--- src/rtl/kseq_pkg.sv ---
// Shared definitions for the keystream sequencer: state encoding and default sizes.
// Latency: n/a (package only).
// Backpressure: n/a (package only).
package kseq_pkg;

  localparam int KSEQ_WARMUP_DEF = 16;
  localparam int KSEQ_LEN_W_DEF  = 16;
  localparam int KSEQ_STATE_W    = 3;
  // Warm-up counters must hold any WARMUP in 1..65535 regardless of LEN_W.
  localparam int KSEQ_WARM_W     = 16;

  typedef enum logic [KSEQ_STATE_W-1:0] {
    S_IDLE  = 3'd0,
    S_LOAD  = 3'd1,
    S_WARM  = 3'd2,
    S_RUN   = 3'd3,
    S_DRAIN = 3'd4,
    S_FIN   = 3'd5
  } kseq_state_e;

  // Core words are routed to the output buffer only once warm-up is over.
  function automatic logic is_routing(kseq_state_e s);
    return (s == S_RUN) || (s == S_DRAIN);
  endfunction

endpackage

--- src/rtl/keystream_sequencer_if.sv ---
// Bundles the session request, core control and downstream valid/ready signals.
// Latency: n/a (wiring only).
// Backpressure: out_ready from the consumer side, carried unchanged.
interface keystream_sequencer_if #(
  parameter int LEN_W = kseq_pkg::KSEQ_LEN_W_DEF
);

  logic             start;
  logic [LEN_W-1:0] msg_len;
  logic             seed_load;
  logic             core_en;
  logic             core_valid;
  logic             out_valid;
  logic             out_ready;
  logic             ks_sel;
  logic             busy;
  logic             done;

  // Sequencer side.
  modport slave (
    input  start, msg_len, core_valid, out_ready,
    output seed_load, core_en, out_valid, ks_sel, busy, done
  );

  // Controller / core / consumer side.
  modport master (
    output start, msg_len, core_valid, out_ready,
    input  seed_load, core_en, out_valid, ks_sel, busy, done
  );

endinterface

--- src/rtl/kseq_outbuf.sv ---
// One-entry valid/ready holding slot for a keystream word.
// Latency: a loaded word is visible the cycle after load.
// Backpressure: valid holds until ready; a load in the handshake cycle keeps valid high.
module kseq_outbuf (
  input  logic clk,
  input  logic reset,
  input  logic load,
  input  logic flush,
  input  logic ready,
  output logic valid
);

  // Flush beats load beats drain, so a refill during the handshake never drops valid.
  always_ff @(posedge clk or negedge reset) begin
    if (!reset) begin
      valid <= 1'b0;
    end else if (flush) begin
      valid <= 1'b0;
    end else if (load) begin
      valid <= 1'b1;
    end else if (ready) begin
      valid <= 1'b0;
    end
  end

endmodule

--- src/rtl/keystream_sequencer.sv ---
// Seeds the chaotic core, discards WARMUP words, then streams msg_len keystream words.
// Latency: start->seed_load 1 cycle; done pulses the cycle after the final handshake.
// Backpressure: one word in flight; no core issue while the output slot is stuck.
// Build option KSEQ_ABORT_EN adds an abort input that ends any active session.
module keystream_sequencer
  import kseq_pkg::*;
#(
  parameter int WARMUP = KSEQ_WARMUP_DEF,
  parameter int LEN_W  = KSEQ_LEN_W_DEF
) (
  input  logic                 clk,
  input  logic                 reset,
`ifdef KSEQ_ABORT_EN
  input  logic                 abort,
`endif
  keystream_sequencer_if.slave bus
);

  localparam logic [KSEQ_WARM_W-1:0] WARM_N    = KSEQ_WARM_W'(WARMUP);
  localparam logic [KSEQ_WARM_W-1:0] WARM_LAST = KSEQ_WARM_W'(WARMUP - 1);

  kseq_state_e            state_q;
  kseq_state_e            state_d;
  logic [LEN_W-1:0]       len_cnt;
  logic [LEN_W-1:0]       iss_cnt;
  logic [KSEQ_WARM_W-1:0] warm_cnt;
  logic [KSEQ_WARM_W-1:0] warm_iss;
  logic                   pend_q;
  logic                   core_en;
  logic                   out_valid;
  logic                   abort_hit;

`ifdef KSEQ_ABORT_EN
  assign abort_hit = abort && (state_q != S_IDLE) && (state_q != S_FIN);
`else
  assign abort_hit = 1'b0;
`endif

  // State register.
  always_ff @(posedge clk or negedge reset) begin
    if (!reset) begin
      state_q <= S_IDLE;
    end else begin
      state_q <= state_d;
    end
  end

  // Next-state and core issue decode.
  always_comb begin
    state_d = state_q;
    core_en = 1'b0;
    case (state_q)
      S_IDLE: begin
        if (bus.start) begin
          state_d = (bus.msg_len != '0) ? S_LOAD : S_FIN;
        end
      end
      S_LOAD: state_d = S_WARM;
      S_WARM: begin
        // Warm-up issues are pipelined; leave once the last discard arrives.
        core_en = (warm_iss != WARM_N);
        if (bus.core_valid && (warm_cnt == WARM_LAST)) begin
          state_d = S_RUN;
        end
      end
      S_RUN: begin
        // Issue only when the returning word is certain to find room.
        core_en = (iss_cnt < len_cnt) && !pend_q && (!out_valid || bus.out_ready);
        if (iss_cnt == len_cnt) begin
          state_d = S_DRAIN;
        end
      end
      S_DRAIN: begin
        if (out_valid && bus.out_ready && !pend_q) begin
          state_d = S_FIN;
        end
      end
      S_FIN:   state_d = S_IDLE;
      default: state_d = S_IDLE;
    endcase
    if (abort_hit) begin
      state_d = S_FIN;
      core_en = 1'b0;
    end
  end

  // Session counters and the outstanding-word flag.
  always_ff @(posedge clk or negedge reset) begin
    if (!reset) begin
      len_cnt  <= '0;
      iss_cnt  <= '0;
      warm_cnt <= '0;
      warm_iss <= '0;
      pend_q   <= 1'b0;
    end else begin
      case (state_q)
        S_IDLE: begin
          // Length is captured at acceptance so later msg_len changes are ignored.
          if (bus.start) begin
            len_cnt <= bus.msg_len;
          end
        end
        S_LOAD: begin
          iss_cnt  <= '0;
          warm_cnt <= '0;
          warm_iss <= '0;
          pend_q   <= 1'b0;
        end
        S_WARM: begin
          if (core_en) begin
            warm_iss <= warm_iss + KSEQ_WARM_W'(1);
          end
          if (bus.core_valid) begin
            warm_cnt <= warm_cnt + KSEQ_WARM_W'(1);
          end
        end
        S_RUN, S_DRAIN: begin
          if (core_en) begin
            iss_cnt <= iss_cnt + LEN_W'(1);
            pend_q  <= 1'b1;
          end else if (bus.core_valid) begin
            pend_q <= 1'b0;
          end
        end
        default: ;
      endcase
      if (abort_hit) begin
        pend_q <= 1'b0;
      end
    end
  end

  kseq_outbuf u_outbuf (
    .clk   (clk),
    .reset (reset),
    .load  (bus.core_valid && is_routing(state_q) && !abort_hit),
    .flush (abort_hit),
    .ready (bus.out_ready),
    .valid (out_valid)
  );

  assign bus.seed_load = (state_q == S_LOAD);
  assign bus.core_en   = core_en;
  assign bus.out_valid = out_valid;
  assign bus.ks_sel    = is_routing(state_q);
  assign bus.busy      = (state_q != S_IDLE);
  assign bus.done      = (state_q == S_FIN);

endmodule

--- src/flat_wrapper.sv ---
// flat-port wrapper written by rule: the top's interface ports become plain ports
module keystream_sequencer_flat import kseq_pkg::*;
#(
  parameter int WARMUP = KSEQ_WARMUP_DEF,
  parameter int LEN_W  = KSEQ_LEN_W_DEF
)
  (clk, reset, bus_start, bus_msg_len, bus_core_valid, bus_out_ready, bus_seed_load, bus_core_en, bus_out_valid, bus_ks_sel, bus_busy, bus_done);
  keystream_sequencer_if #(.LEN_W(LEN_W)) bus_i ();
  input  logic clk;
  input  logic reset;
  input wire logic [$bits(bus_i.start)-1:0] bus_start;
  input wire logic [$bits(bus_i.msg_len)-1:0] bus_msg_len;
  input wire logic [$bits(bus_i.core_valid)-1:0] bus_core_valid;
  input wire logic [$bits(bus_i.out_ready)-1:0] bus_out_ready;
  output wire logic [$bits(bus_i.seed_load)-1:0] bus_seed_load;
  output wire logic [$bits(bus_i.core_en)-1:0] bus_core_en;
  output wire logic [$bits(bus_i.out_valid)-1:0] bus_out_valid;
  output wire logic [$bits(bus_i.ks_sel)-1:0] bus_ks_sel;
  output wire logic [$bits(bus_i.busy)-1:0] bus_busy;
  output wire logic [$bits(bus_i.done)-1:0] bus_done;
  assign bus_i.start = bus_start;
  assign bus_i.msg_len = bus_msg_len;
  assign bus_i.core_valid = bus_core_valid;
  assign bus_i.out_ready = bus_out_ready;
  assign bus_seed_load = bus_i.seed_load;
  assign bus_core_en = bus_i.core_en;
  assign bus_out_valid = bus_i.out_valid;
  assign bus_ks_sel = bus_i.ks_sel;
  assign bus_busy = bus_i.busy;
  assign bus_done = bus_i.done;
  keystream_sequencer #(.WARMUP(WARMUP), .LEN_W(LEN_W)) u_core (.clk(clk), .reset(reset), .bus(bus_i));
endmodule
--- config.mk ---
export PLATFORM = sky130hd
export DESIGN_NAME = keystream_sequencer_flat
export DESIGN_NICKNAME = d
export VERILOG_FILES = /design/src/rtl/kseq_pkg.sv /design/src/rtl/keystream_sequencer_if.sv /design/src/rtl/kseq_outbuf.sv /design/src/rtl/keystream_sequencer.sv /design/src/flat_wrapper.sv
export SDC_FILE = /design/constraint.sdc
export NUM_CORES = 1
export LEC_CHECK = 0
export CORE_MARGIN = 5
export CORE_UTILIZATION = 40
export DETAILED_ROUTE_END_ITERATION = 10
export PLACE_DENSITY = 0.57
export RECOVER_POWER = 25
export SLEW_MARGIN = 20
export SYNTH_ARGS = -nofsm -noshare
export SYNTH_HDL_FRONTEND = slang
export SYNTH_SLANG_ARGS = --single-unit
export TNS_END_PERCENT = 20
--- constraint.sdc ---
create_clock -name clk -period 6 [get_ports clk]
set_clock_uncertainty 0.05 [all_clocks]
set_input_delay 0.9 -clock clk [delete_from_list [all_inputs] [get_ports clk]]
set_output_delay 0.9 -clock clk [all_outputs]
set_load 0.03 [all_outputs]
# Yosys cells after proc, flatten, opt, wreduce, memory -nomap -nowiden
# Cells that the tools add are included.
# totals
output_inout_bits	6
register_bits	69
# classes
n_eq_ne	16
add_sub_neg	3
mux	18
order_cmp	1
reduce_logical	23
# ops
cell	count
16-bit one-hot mux with 2 select lines	3
16-bit by 1-bit adder with 16-bit output, second input constant	3
16-bit two-way mux	3
16-bit == test	1
16-bit by 4-bit == test with 1-bit output, second input constant	1
16-bit less-than comparator	1
16-bit by 5-bit != test with 1-bit output, second input constant	1
16-bit nonzero test	1
3-bit two-way mux	5
3-bit one-hot mux with 5 select lines	1
2-bit AND reduction	5
2-bit != test, second input constant	4
3-bit by 2-bit == test with 1-bit output, second input constant	2
3-bit == test, second input constant	2
1-bit logical AND	6
2-bit by 1-bit != test with 1-bit output, second input constant	3
2-bit nonzero test	3
1-bit two-way mux	4
1-bit one-hot mux with 2 select lines	2
4-bit AND reduction	1
3-bit by 1-bit == test with 1-bit output, second input constant	1
3-bit zero test	1
3-bit != test, second input constant	1
3-bit nonzero test	1
3 further kinds	5

# Depth between registers and ports, before layout
# logic_depth
depth_word	6
mapped_depth	9
ltp_nobuf	7

# Hierarchy
# A second synthesis with hierarchy kept.
# unflattened
cells_unflattened	435
area_unflattened_um2	3971.3
# modules_own_cells
mod	cells_per_inst	area_per_inst_um2	seq_area_each_um2	instances
keystream_sequencer	431	3927.5	1701.6	1
kseq_outbuf	4	43.8	25.0	1

# Worst setup path before layout
# No wires, ideal clock.
# synth_timing
path_kind	input-to-output
startpoint	in bus_out_ready
endpoint	out bus_core_en
setup_slack_ns	3.087
cell_stages	6
t_arrival_ns	1.963
t_required_ns	5.050
cell_sequence	nor2b_1 -> nor4_4 -> o221a_2 -> buf_6 -> nand3_1 -> nand2_1
# synth_via
elab_chain_cells	3
# synth_lines
element	line	source
start: declaration	flat_wrapper.sv:14	input wire logic [$bits(bus_i.out_ready)-1:0] bus_out_ready;
1-bit logical OR	keystream_sequencer.sv:68	core_en = (iss_cnt < len_cnt) && !pend_q && (!out_valid || bus.out_ready);
1-bit logical AND	keystream_sequencer.sv:68	
1-bit one-hot mux with 2 select lines	keystream_sequencer.sv:52	case (state_q)
end: declaration	flat_wrapper.sv:16	output wire logic [$bits(bus_i.core_en)-1:0] bus_core_en;
# No other way between the ends.

# Worst setup path in the final report
# Same ends and word-level chain as after synthesis.

==> flow_results.org <==
** CTS
- Once the clock tree was built, the resizer swapped 0 gates to a different size.
- The tree built by TritonCTS fans out to 69 sinks.
- Clock latency reported for the late side of the worst-skew pair :: 0.36 ns
- H-tree lvl count :: 3
- The root buffer cell chosen for the clock tree is sky130_fd_sc_hd__clkbuf_8.
- After clock tree synthesis, the clock-pin slew on the worst setup and hold paths is about 0.07 ns.
- TritonCTS built the clock tree.
- The number of setup buffers added after CTS is 0.
- For this design, the CTS-stage hold fixing added 0 buffers.
- Max Buffers Root-to-Sink :: 2
- Counting the buffers created by CTS gives 9.

** Timing
- Total count of hold-check failures in the final report :: 0
- Subtracting the final worst setup slack from the clock period gives approximately 4.3 ns.
- The max-slew violation count was 70.
- RSZ-0062 raised after global routing :: no
- The worst path uses between 70% and 80% of the clock period.
- Based on the critical path, the design can be clocked at up to ~240 MHz.
- In this run the tightest slew margin relative to its limit is -148%.
- Final total negative setup slack :: 0 ns
- Pin slew with the least headroom to its limit :: between 3 and 4 ns
- Setup violations remaining at the end of the flow were counted as 0.

** Worst setup path
- By startpoint and endpoint, the worst setup path is classified as input pin to output port.
- Worst setup SP type :: input pin
- Critical-path maximum fanout :: 10
- STA puts the critical path data required time at 5.05 ns.
- Among the stages of the critical path, the cell type that occurs most often is sky130_fd_sc_hd__clkdlybuf4s50_1.
- On the worst path, the slowest cell contributes a delay of just under 0.7 ns.
- Endpoint kind of the worst setup timing path :: output port
- The signal on the critical path passes through clkdlybuf4s50_1 > nor2b_1 > nor4_4 > o221a_2 > nand3_1 > nand2_1 > clkdlybuf4s50_1.
- On the critical path, the stage with the largest delay is an instance of sky130_fd_sc_hd__clkdlybuf4s50_1.
- STA puts the critical path data arrival time at about 3.3 ns.

** Synthesis
- In this run, synthesis produced a sequential element count of between 60 and 70.
- Sequential area share after synthesis :: 42.6%
- Synth warn :: 0
- Post-synth design cell area :: between 0.004 and 0.005 mm²
- Syn Inst Count :: roughly 450
- In this run the mean area of a mapped cell was 9.05 µm².
- Predominant post-synthesis flop cell :: sky130_fd_sc_hd__dfrtp_1
- Share of flip-flops with an asynchronous set or reset :: between 90% and 100%
- Net Count, Synth :: between 400 and 500
- The synthesized netlist contains 61 unique library cells.
- Count of flip-flops with a built-in enable after synthesis :: 0

** Final layout
- Fraction of layout instances using a drive strength above 1 :: 6.93%
- Final layout net count :: roughly 510
- Leaving out fill and tap cells, the most frequent cell in the layout is sky130_fd_sc_hd__dfrtp_1.
- The top cell types in the final layout, fill and taps aside, are sky130_fd_sc_hd__dfrtp_1 (69), sky130_fd_sc_hd__nand2_1 (62), sky130_fd_sc_hd__o21ai_0 (39), sky130_fd_sc_hd__nor2_1 (28), sky130_fd_sc_hd__inv_1 (26).
- The repair_antennas step left the layout with diodes totalling 0.
- Area growth from synthesis to layout :: 14.1%
- Post-layout util :: 47.1%

** Routing
- Overall via count from detail_route :: around 3,400
- Detailed-route vias per instance :: ~5.5
- Number of optimization iterations in the first detailed-route pass :: 5
- The count of nets left with antenna violations once routing finished came out at 0.
- For this run, design rule violations remaining after detail routing come to 0.
- After the first detailed-routing iteration, the DRC count stood at about 170.
- After detailed routing, the average wire length per cell comes to 15.2 µm.
- The routed design has 9290 µm of wire.

** Run status
- The run finished, with violations left.
- The final reports fail on capacitance limit, slew limit.

** Floorplan
- The floorplan has 36 rows.
- Die X-Extent :: 111 µm
- In this run the standard cell core region covers slightly below 0.01 mm².
- I/O pins :: 27
- Overall die height :: between 100 and 150 µm
- Effective utilization at floorplan :: between 40% and 50%
- Total Die Area :: 0.0123 mm²

** Global routing
- In the global route stage, met2 resource usage came out at roughly 26%.
- The number of antenna violations at the first check in global routing was 0.
- Met1 demand-to-capacity share in global routing :: a little over a fifth
- Overflow left after global routing :: 0
- Number of global-route vias before repair :: approximately 3,300
- Entering global routing, the biggest net connects 70 pins.
- Global-route track usage on met3 :: between 4 and 5%
- The layer flagged by global routing as most heavily used is met2.
- The first global-routing pass estimated between 15,000 and 20,000 µm of wire.
- Across every metal layer, demand over resource in global routing totals 15.9%.

** Run
- Number of max-cap violations :: 1

** Pwr
- Reported leakage power :: about 2.0 nW
- In this run the power density over the cells is 364 mW/mm².
- Largest voltage drop on the vdd net :: 0.000160 V

** Placed design
- The congestion estimate from routability-driven global placement came to ~0.80.
- # port buffers :: 26
- Half-perimeter wire length after detailed placement :: around 6600 µm

** Worst hold path
- The min-delay analysis places its worst path in the category flip-flop to flip-flop.
-- stage by stage --
stage	instance area, µm²	setup slack (ns)	std cells	hold slack [ns]	power (W)
finish	4630	1.75	609	0.478	0.00169
global placement	4420	1.82	593	0.460	0.00128
global route	4630	1.01	609	0.498	0.00182
CTS	4630	1.78	609	0.483	0.00170
detailed placement	4420	1.80	593	0.469	0.00130
floorplan	4060	3.09	448	0.416	0.00113
-- worst max-delay path, delay by kind of cell --
family          cells  cell delay (ns)
buf+inv             2             1.20
simple gates        4             0.81
compound gates      1             0.40
-- sequential cells by signal, indices dropped and copies added, names as in the netlist --
name	flops
u_core.pend_q	1
u_core.len_cnt	16
u_core.warm_cnt	16
u_core.warm_iss	16
u_core.iss_cnt	16
u_core.state_q	3
u_core.u_outbuf.valid	1
-- where the power goes --
group          leakage, nW  switching [W]  internal [W]
Sequential           0.903       0.000105      0.000579
Clock                0.102       0.000180      0.000214
Combinational        0.981       0.000368      0.000239
Total                 1.99       0.000653       0.00103
-- final cells by class --
cell class / instances / area [µm²]
flip-flops and latches: 69 / 1730
clock inverters: 5 / 58.8
repair buffers: 29 / 274
fillers: 957 / 5190
multi-input cells: 334 / 2140
well taps: 133 / 166
inverters: 28 / 105
clock buffers: 11 / 151
-- routing by layer --
metal | up-vias | wire (µm) | share of wire [%]
met5 | - | 0 | 0
met4 | 0 | 110 | 1.2
met3 | 9 | 361 | 3.9
met2 | 57 | 4470 | 48
met1 | 1614 | 4350 | 47
li1 | 1672 | - | -
-- logic make-up after synthesis --
logic type	Yosys count	share of synthesized area [%]
AND/OR/NAND/NOR	186	23.4
buffers and inverters	45	4.66
AO/OA/AOI/OAI	110	19.2
multiplexers	3	0.771
adder cells (fa/ha/maj)	20	6.17
flip-flops	69	42.6
XOR/XNOR	15	3.24
-- Yosys cell counts (5+ instances only) --
cell | n | area share [%]
sky130_fd_sc_hd__nand4_1 | 17 | 2.6
sky130_fd_sc_hd__dfrtp_1 | 69 | 43
sky130_fd_sc_hd__and2_1 | 8 | 1.2
sky130_fd_sc_hd__nor3_1 | 10 | 1.2
sky130_fd_sc_hd__o21ai_0 | 39 | 4.8
sky130_fd_sc_hd__nor4_1 | 12 | 1.9
sky130_fd_sc_hd__inv_1 | 26 | 2.4
sky130_fd_sc_hd__o31ai_1 | 6 | 1.1
sky130_fd_sc_hd__a21oi_1 | 17 | 2.1
sky130_fd_sc_hd__a41oi_1 | 7 | 1.5
sky130_fd_sc_hd__xor2_1 | 14 | 3.0
sky130_fd_sc_hd__a31oi_1 | 8 | 1.2
sky130_fd_sc_hd__o21a_1 | 5 | 0.93
sky130_fd_sc_hd__clkbuf_1 | 8 | 0.74
sky130_fd_sc_hd__nor2b_1 | 5 | 0.77
sky130_fd_sc_hd__nand2_1 | 62 | 5.7
sky130_fd_sc_hd__ha_1 | 20 | 6.2
sky130_fd_sc_hd__nor2_1 | 28 | 2.6
sky130_fd_sc_hd__nand3_1 | 18 | 2.2
-- worst paths after layout --
kind                       slack (ns)                  end  depth (start not counted)                start
max                              1.75          bus_core_en                          7        bus_out_ready
min                              0.48  u_core.warm_iss[10]                          1  u_core.warm_iss[10]
max reg2reg                      3.32    u_core.iss_cnt[9]                          6   u_core.iss_cnt[15]
min reg2reg                      0.48  u_core.warm_iss[10]                          1  u_core.warm_iss[10]
max in group asynchronous        1.93    u_core.iss_cnt[7]                          2                reset
min in group asynchronous        1.87   u_core.warm_iss[2]                          2                reset
Power figures use the tool's default switching activity.
